## config.mk

```make
export PLATFORM = sky130hd
export DESIGN_NAME = kbd_entry
export DESIGN_NICKNAME = d
export VERILOG_FILES = /design/src/rtl/kbd_entry.sv
export SDC_FILE = /design/constraint.sdc
export NUM_CORES = 1
export LEC_CHECK = 0
export ABC_AREA = 1
export BUFFER_PORTS_ARGS = -buffer_cell sky130_fd_sc_hd__buf_2
export CELL_PAD_IN_SITES_DETAIL_PLACEMENT = 0
export CELL_PAD_IN_SITES_GLOBAL_PLACEMENT = 1
export CORE_MARGIN = 4
export CORE_UTILIZATION = 43
export CTS_BUF_LIST = sky130_fd_sc_hd__clkbuf_8
export DETAILED_ROUTE_END_ITERATION = 10
export PLACE_DENSITY = 0.88
export SYNTH_ARGS = -nofsm -noshare
export SYNTH_HDL_FRONTEND = slang
export SYNTH_SLANG_ARGS = --single-unit
```

## constraint.sdc

```tcl
create_clock -name clk -period 2.4 [get_ports clk]
set_clock_uncertainty 0.05 [all_clocks]
set_input_delay 0.24 -clock clk [delete_from_list [all_inputs] [get_ports clk]]
set_output_delay 0.24 -clock clk [all_outputs]
set_load 0.005 [all_outputs]
```

## src/rtl/kbd_entry.sv

```systemverilog
// Keypad front end: 2-flop sync, debounce, one digit per press,
// shifted into a 3-digit BCD cook-time register.
//
// Parameters:
//   DEBOUNCE_CYCLES  stable synchronised samples to accept press/release (1..255)
// Ports:
//   clk        in   system clock
//   clearn     in   synchronous active-low reset
//   kbd[9:0]   in   raw one-hot keypad, asynchronous
//   load_en    in   digit entry permitted
//   entry_clr  in   zero the time register
//   digit      out  last accepted key, BCD
//   key_valid  out  one-cycle pulse per accepted press
//   key_reject out  one-cycle pulse when an accepted press is not shifted in
//   min, sec_tens, sec_ones  out  time register digits
//   time_nz    out  time register non-zero
// Configuration:
//   ENTRY_SEC_CHECK_EN  refuse shifts that would put >5 into sec_tens
module kbd_entry #(
    parameter int DEBOUNCE_CYCLES = 4
) (
    input  logic       clk,
    input  logic       clearn,
    input  logic [9:0] kbd,
    input  logic       load_en,
    input  logic       entry_clr,
    output logic [3:0] digit,
    output logic       key_valid,
    output logic       key_reject,
    output logic [3:0] min,
    output logic [3:0] sec_tens,
    output logic [3:0] sec_ones,
    output logic       time_nz
);

    localparam logic [7:0] CNT_MAX = 8'(DEBOUNCE_CYCLES - 1);

    typedef enum logic [1:0] {
        IDLE,
        PRESS,
        HELD,
        RELEASE
    } state_t;

    state_t     state, state_n;
    logic [7:0] cnt, cnt_n;
    logic [9:0] code, code_n;

    logic [9:0] sync1, ks;

    logic [3:0] digit_n, min_n, tens_n, ones_n;
    logic       valid_n, reject_n, nz_n;

    logic       ks_one, ks_zero, accept, shift_ok;
    logic [3:0] enc;

    // Two-flop synchroniser for the asynchronous keypad.
    always_ff @(posedge clk) begin
        if (!clearn) begin
            sync1 <= '0;
            ks    <= '0;
        end else begin
            sync1 <= kbd;
            ks    <= sync1;
        end
    end

    // Exactly one bit set; zero or several keys count as no key.
    assign ks_one  = (ks != '0) && ((ks & (ks - 10'd1)) == '0);
    assign ks_zero = (ks == '0);

    // One-hot to binary; the latched code is always one-hot.
    always_comb begin
        enc = 4'd0;
        for (int i = 0; i < 10; i++) begin
            if (code[i]) enc = 4'(i);
        end
    end

    // State register.
    always_ff @(posedge clk) begin
        if (!clearn) begin
            state <= IDLE;
            cnt   <= '0;
            code  <= '0;
        end else begin
            state <= state_n;
            cnt   <= cnt_n;
            code  <= code_n;
        end
    end

    // Next-state logic.
    always_comb begin
        state_n = state;
        cnt_n   = cnt;
        code_n  = code;
        accept  = 1'b0;
        unique case (state)
            IDLE: begin
                if (ks_one) begin
                    code_n  = ks;
                    cnt_n   = '0;
                    state_n = PRESS;
                end
            end
            PRESS: begin
                if (ks != code) begin
                    state_n = IDLE;
                end else if (cnt == CNT_MAX) begin
                    accept  = 1'b1;
                    state_n = HELD;
                end else begin
                    cnt_n = cnt + 8'd1;
                end
            end
            HELD: begin
                if (ks_zero) begin
                    cnt_n   = '0;
                    state_n = RELEASE;
                end
            end
            RELEASE: begin
                if (!ks_zero) begin
                    state_n = HELD;
                end else if (cnt == CNT_MAX) begin
                    state_n = IDLE;
                end else begin
                    cnt_n = cnt + 8'd1;
                end
            end
            default: state_n = IDLE;
        endcase
    end

    // Accept action and time register update.
    always_comb begin
        digit_n  = digit;
        valid_n  = 1'b0;
        reject_n = 1'b0;
        min_n    = min;
        tens_n   = sec_tens;
        ones_n   = sec_ones;
        shift_ok = load_en;
`ifdef ENTRY_SEC_CHECK_EN
        // Current sec_ones would become sec_tens; keep it a valid 0..5.
        if (sec_ones > 4'd5) shift_ok = 1'b0;
`endif
        if (accept) begin
            digit_n  = enc;
            valid_n  = 1'b1;
            reject_n = !shift_ok;
            if (shift_ok) begin
                min_n  = sec_tens;
                tens_n = sec_ones;
                ones_n = enc;
            end
        end
        // Clear beats a coincident shift; the pulse and digit still go out.
        if (entry_clr) begin
            min_n  = '0;
            tens_n = '0;
            ones_n = '0;
        end
        nz_n = (min_n | tens_n | ones_n) != '0;
    end

    // Output registers.
    always_ff @(posedge clk) begin
        if (!clearn) begin
            digit      <= '0;
            key_valid  <= 1'b0;
            key_reject <= 1'b0;
            min        <= '0;
            sec_tens   <= '0;
            sec_ones   <= '0;
            time_nz    <= 1'b0;
        end else begin
            digit      <= digit_n;
            key_valid  <= valid_n;
            key_reject <= reject_n;
            min        <= min_n;
            sec_tens   <= tens_n;
            sec_ones   <= ones_n;
            time_nz    <= nz_n;
        end
    end

endmodule

```

### Word-level counts from Yosys, hierarchy flattened

Cells that the tools add are included.

| cells by class | value |
|---|---|
| reductions and logical operators | 11 |
| equal/unequal tests | 11 |
| $add $sub $neg | 2 |
| bitwise gates (word level) | 3 |
| muxes and demuxes | 35 |

Operators by type and width:

| kind | number |
|---|---|
| $mux 4 | 17 |
| $mux 8 | 5 |
| $pmux 8 s4 | 1 |
| $logic_not 10->1 | 2 |
| $mux 2 | 6 |
| $and 10x10->10 | 1 |
| $ne 10x10->1 | 1 |
| $reduce_bool 10->1 | 1 |
| $sub 10x1->10 const B | 1 |
| $add 8x1->8 const B | 1 |
| $eq 8x2->1 const B | 1 |
| $ne 2x2->1 const B | 4 |
| $or 4x4->4 | 2 |
| $pmux 2 s4 | 1 |
| $reduce_and 4->1 | 2 |
| $ne 3x3->1 const B | 2 |
| $mux 1 | 5 |
| $eq 2x2->1 const B | 2 |
| $reduce_and 2->1 | 2 |
| $reduce_bool 4->1 | 1 |
| $eq 2x1->1 const B | 1 |
| $logic_not 2->1 | 1 |
| $logic_and 1x1->1 | 1 |
| $logic_not 1->1 | 1 |

| word-level totals | value |
|---|---|
| logic and storage cells | 74 |
| bits in registers | 59 |
| output and inout bits | 19 |

### Longest topological paths before layout

| depth | value |
|---|---|
| word-level depth | 14 |
| mapped depth | 14 |

### Worst setup path after synthesis

OpenSTA, ideal clock, no wires.

| timing | value |
|---|---|
| path type | flip-flop to flip-flop |
| from | register cnt[0] |
| to | register time_nz |
| arrival time | 1,530 ps |
| data required time | 2,218 ps |
| stages on the path, launching flop included | 12 |
| path buffers | 1 |
| library setup time | 132 ps |
| setup slack | 687 ps |
| cells stage by stage | dfxtp_1 ha_1 nand2_1 nor4_4 nand3_2 buf_6 nand2_1 nand2_1 nand2_1 nand3_1 nor2_1 a21oi_1 |

| between the ends | value |
|---|---|
| word-level cells in the longest chain between the ends | 9 |

Ends and longest elaborated chain:

| item | RTL line | source |
|---|---|---|
| start: declaration | 46 | `logic [7:0] cnt, cnt_n;` |
| start signal: assignment | 88 | `cnt <= cnt_n;` |
| $eq 8x2->1 * | 110 | `end else if (cnt == CNT_MAX) begin` |
| $mux 1 * | 110 |  |
| $mux 1 * | 108 | `if (ks != code) begin` |
| $mux 1 * | 99 | `unique case (state)` |
| $mux 4 | 149 | `if (accept) begin` |
| $mux 4 | 160 | `if (entry_clr) begin` |
| $or 4x4->4 | 165 | `nz_n = (min_n \| tens_n \| ones_n) != '0;` |
| $or 4x4->4 * | 165 |  |
| $reduce_bool 4->1 * | 165 |  |
| end signal: assignment | 185 | `time_nz <= nz_n;` |
| end: declaration | 33 | `output logic time_nz` |

Mark *: on every way between the ends. The rest lies on a longest branch, timed or not.
A chain may end at the register's enable or synchronous reset.

### Final worst setup path

Ends and elaborated chain as after synthesis.

==> metrics.md <==
| Metric | Value |
|---|---|
| Outcome | `finished, final reports clean` |
| Sequential fraction of the synthesis area | `0.408` |
| CP arrival | `2.17 ns` |
| Rel. slew slack | `0.745` |
| Root Buffer | `clkbuf_8` |
| Top_reg_cell synth | `dfxtp_1` |
| Antenna fix cells | `0` |
| WL met1 | `3.15 mm` |
| Flop pwr share | `0.404` |
| Hold Path Class | `in2reg` |
| Hpwl dp | `~4.5 mm` |
| First-pass GRT wire length | `about 11 mm` |
| Fin crit share | `0.836` |
| Core area | `roughly 6500 um2` |
| CTS max path bufs | `2` |
| CP Data Required Time | `around 2.6 ns` |
| Synth Net Count | `448` |
| Layout Nets | `478` |
| Routed WL | `6.37 mm` |
| Fin. Hold Viols | `0` |
| Power share of the clock group | `0.427` |
| Fin Setup TNS | `0 ns` |
| Pwr dens | `approximately 810 nW/um2` |
| Initial Utilization | `0.449` |
| Post-CTS resize count | `0` |
| Reg-to-reg setup timing slack | `approximately 0.39 ns` |
| Critical Path Fanout Max | `12` |
| Total track usage | `0.168` |
| Vias in the first global route | `approximately 2.5k` |
| Pint | `approximately 2.0 mW` |
| Detail Route met3 WL | `~240 um` |
| Worst hold stages | `3` |
| Share of post-route cells with drive strength above 1 | `0.160` |
| Non-Filler Instances | `~550` |
| IO buf count | `32` |
| Site row count | `29` |
| Largest net degree at the start of global routing | `37` |
| Routability cong. | `around 0.84` |
| CP Class | `reg2reg` |
| Met2 wire len | `between 2 and 3 mm` |
| Register-to-Register Path Depth | `10` |
| Peak supply drop | `306 uV` |
| Synth Cell Area | `2900 um2` |
| Chip height | `90.1 um` |
| Die span in x | `about 90 um` |
| Clk sinks | `between 50 and 60` |
| Cell variety after synth | `29` |
| Iter 0 DRT Violations | `between 100 and 150` |
| Layout area overhead | `15.8%` |
| Reg2reg end | `time_nz$_SDFF_PN0_` |
| Worst flop-to-flop path startpoint | `cnt[0]$_SDFFE_PN0P_` |
| Worst Setup EP | `time_nz$_SDFF_PN0_` |
| Max_cap viols | `0` |
| Worst skew pair latency | `~0.33 ns` |
| DRC | `0` |
| DR vias | `roughly 2.7k` |
| CP Launch Type | `flip-flop` |
| Final setup viols | `0` |
| Number of synthesized flops with an enable pin | `0` |
| CTS Buf Count | `9` |
| Layout filler cell count | `between 600 and 700` |
| Sw power | `roughly 0.74 mW` |
| First drt pass iteration count | `4` |
| F_max | `499 MHz` |
| DR top layer | `met4` |
| Antenna violations before repair | `0` |
| CTS tree | `built` |
| Part of the power in combinational logic | `0.169` |
| Fin Hold WS | `~0.037 ns` |
| I/O Pins | `33` |
| Syn. warnings | `0` |
| Worst-path clk slew | `around 0.07 ns` |
| Dpl cells | `529` |
| Crit path capture type | `flip-flop` |
| Per-cell routed wire length | `11.7 um` |
| Post-Route Utilization | `0.519` |
| RSZ-0062 raised after global routing | `false` |
| Cts-stage hold buffer count | `0` |
| Die area | `8120 um2` |
| Commonest cells after routing, fill and taps aside | `143 x nand2_1, 59 x dfxtp_1, 52 x inv_1, 39 x nor2_1, 32 x buf_2` |
| Fin crit period | `around 2.0 ns` |
| Mapped Cells | `approximately 430` |
| Worst-margin pin slew | `0.382 ns` |
| Flops & latches, synth | `between 50 and 60` |
| Setup crit start | `cnt[0]$_SDFFE_PN0P_` |
| Count of pins over their slew limit | `0` |
| Leakage | `about 1.7 nW` |
| Final ANT Viol Nets | `0` |
| Overflow after GRT | `0` |
| Post-CTS Setup Bufs | `0` |
| Vias per cell | `4.88` |
| Commonest non-fill, non-tap cell in the layout | `nand2_1` |
| Fraction of registers with async set/reset | `0` |
| Avg Cell Area, Syn | `approximately 6.7 um2` |
| Depth of the CTS H-tree | `3` |
| Sw Share | `0.273` |
sequential cells by signal (all words and copies together), names as in the netlist:
| register | count |
|---|---|
| code | 10 |
| sec_ones | 4 |
| sync1 | 10 |
| sec_tens | 4 |
| cnt | 8 |
| key_reject | 1 |
| time_nz | 1 |
| key_valid | 1 |
| digit | 4 |
| state | 2 |
| ks | 10 |
| min | 4 |
final cells by class:
cell class	instances	area, um2	area share
Clock buffer	9	124	0.0369
Clock inverter	7	133	0.0395
Inverter	59	221	0.0660
Multi-Input combinational cell	296	1390	0.416
Sequential cell	59	1180	0.352
Tap cell	77	96.3	0.0287
Timing Repair Buffer	38	205	0.0612
critical path, stage by stage, from the launching register on:
cell and delay, ns:
dfxtp_1 0.40, ha_1 0.30, nand2_1 0.12, nor4_4 0.20, nand3_2 0.27, nand2_1 0.14, nand2_1 0.05, nand2_1 0.07
nand3_1 0.10, nor2_1 0.11, a21oi_1 0.07
stage by stage:
stage / setup slack, ns / total power, mW / cell area, um2
3_5_place_dp: 0.417 / 1.58 / 3100
6_report: 0.394 / 2.72 / 3350
5_1_grt: 0.111 / 2.88 / 3350
2_1_floorplan: 0.687 / 1.47 / 2900
3_3_place_gp: 0.424 / 1.57 / 3100
4_1_cts: 0.382 / 2.75 / 3350
metal layers:
layer  track usage  vias up
met4        0.0625        0
li1              -     1416
met2         0.264       50
met1         0.222     1186
met5             0        -
met3        0.0426        9
cell families after synthesis:
family | count (synthesis) | synth area share
XOR/XNOR | 8 | 0.0242
buffers and inverters | 78 | 0.111
adder cells (fa/ha/maj) | 1 | 0.00432
AO/OA/AOI/OAI | 53 | 0.0984
flip-flops | 59 | 0.408
AND/OR/NAND/NOR | 234 | 0.354
cell usage after synthesis, drive strengths merged, types with 5 or more instances:
cell type / count / share of area
inv: 59 / 0.076
xor2: 7 / 0.021
buf: 10 / 0.023
nand4: 20 / 0.043
nand3: 18 / 0.036
nand2: 144 / 0.19
dfxtp: 59 / 0.41
a21oi: 23 / 0.044
nor3: 5 / 0.010
clkbuf: 9 / 0.012
nor2: 44 / 0.063
o21ai: 28 / 0.048
power groups by stage:
stage | Combinational (mW) | Sequential, mW | Clock, mW
global placement | 0.450 | 1.12 | 0
finish | 0.460 | 1.10 | 1.16
floorplan | 0.369 | 1.10 | 0
detailed placement | 0.459 | 1.12 | 0
CTS | 0.463 | 1.10 | 1.19
global route | 0.537 | 1.11 | 1.24
how the worst min path moves through the flow:
stage          slack, ns                 from             endpoint
5_1_grt             0.02               kbd[7]  sync1[7]$_SDFF_PN0_
4_1_cts             0.02               kbd[2]  sync1[2]$_SDFF_PN0_
3_5_place_dp        0.35  sync1[0]$_SDFF_PN0_     ks[0]$_SDFF_PN0_
2_1_floorplan       0.29               kbd[0]  sync1[0]$_SDFF_PN0_
3_3_place_gp        0.34  sync1[4]$_SDFF_PN0_     ks[4]$_SDFF_PN0_
6_report            0.04               kbd[8]  sync1[8]$_SDFF_PN0_
Note: power is estimated with default switching activity, not from simulation.
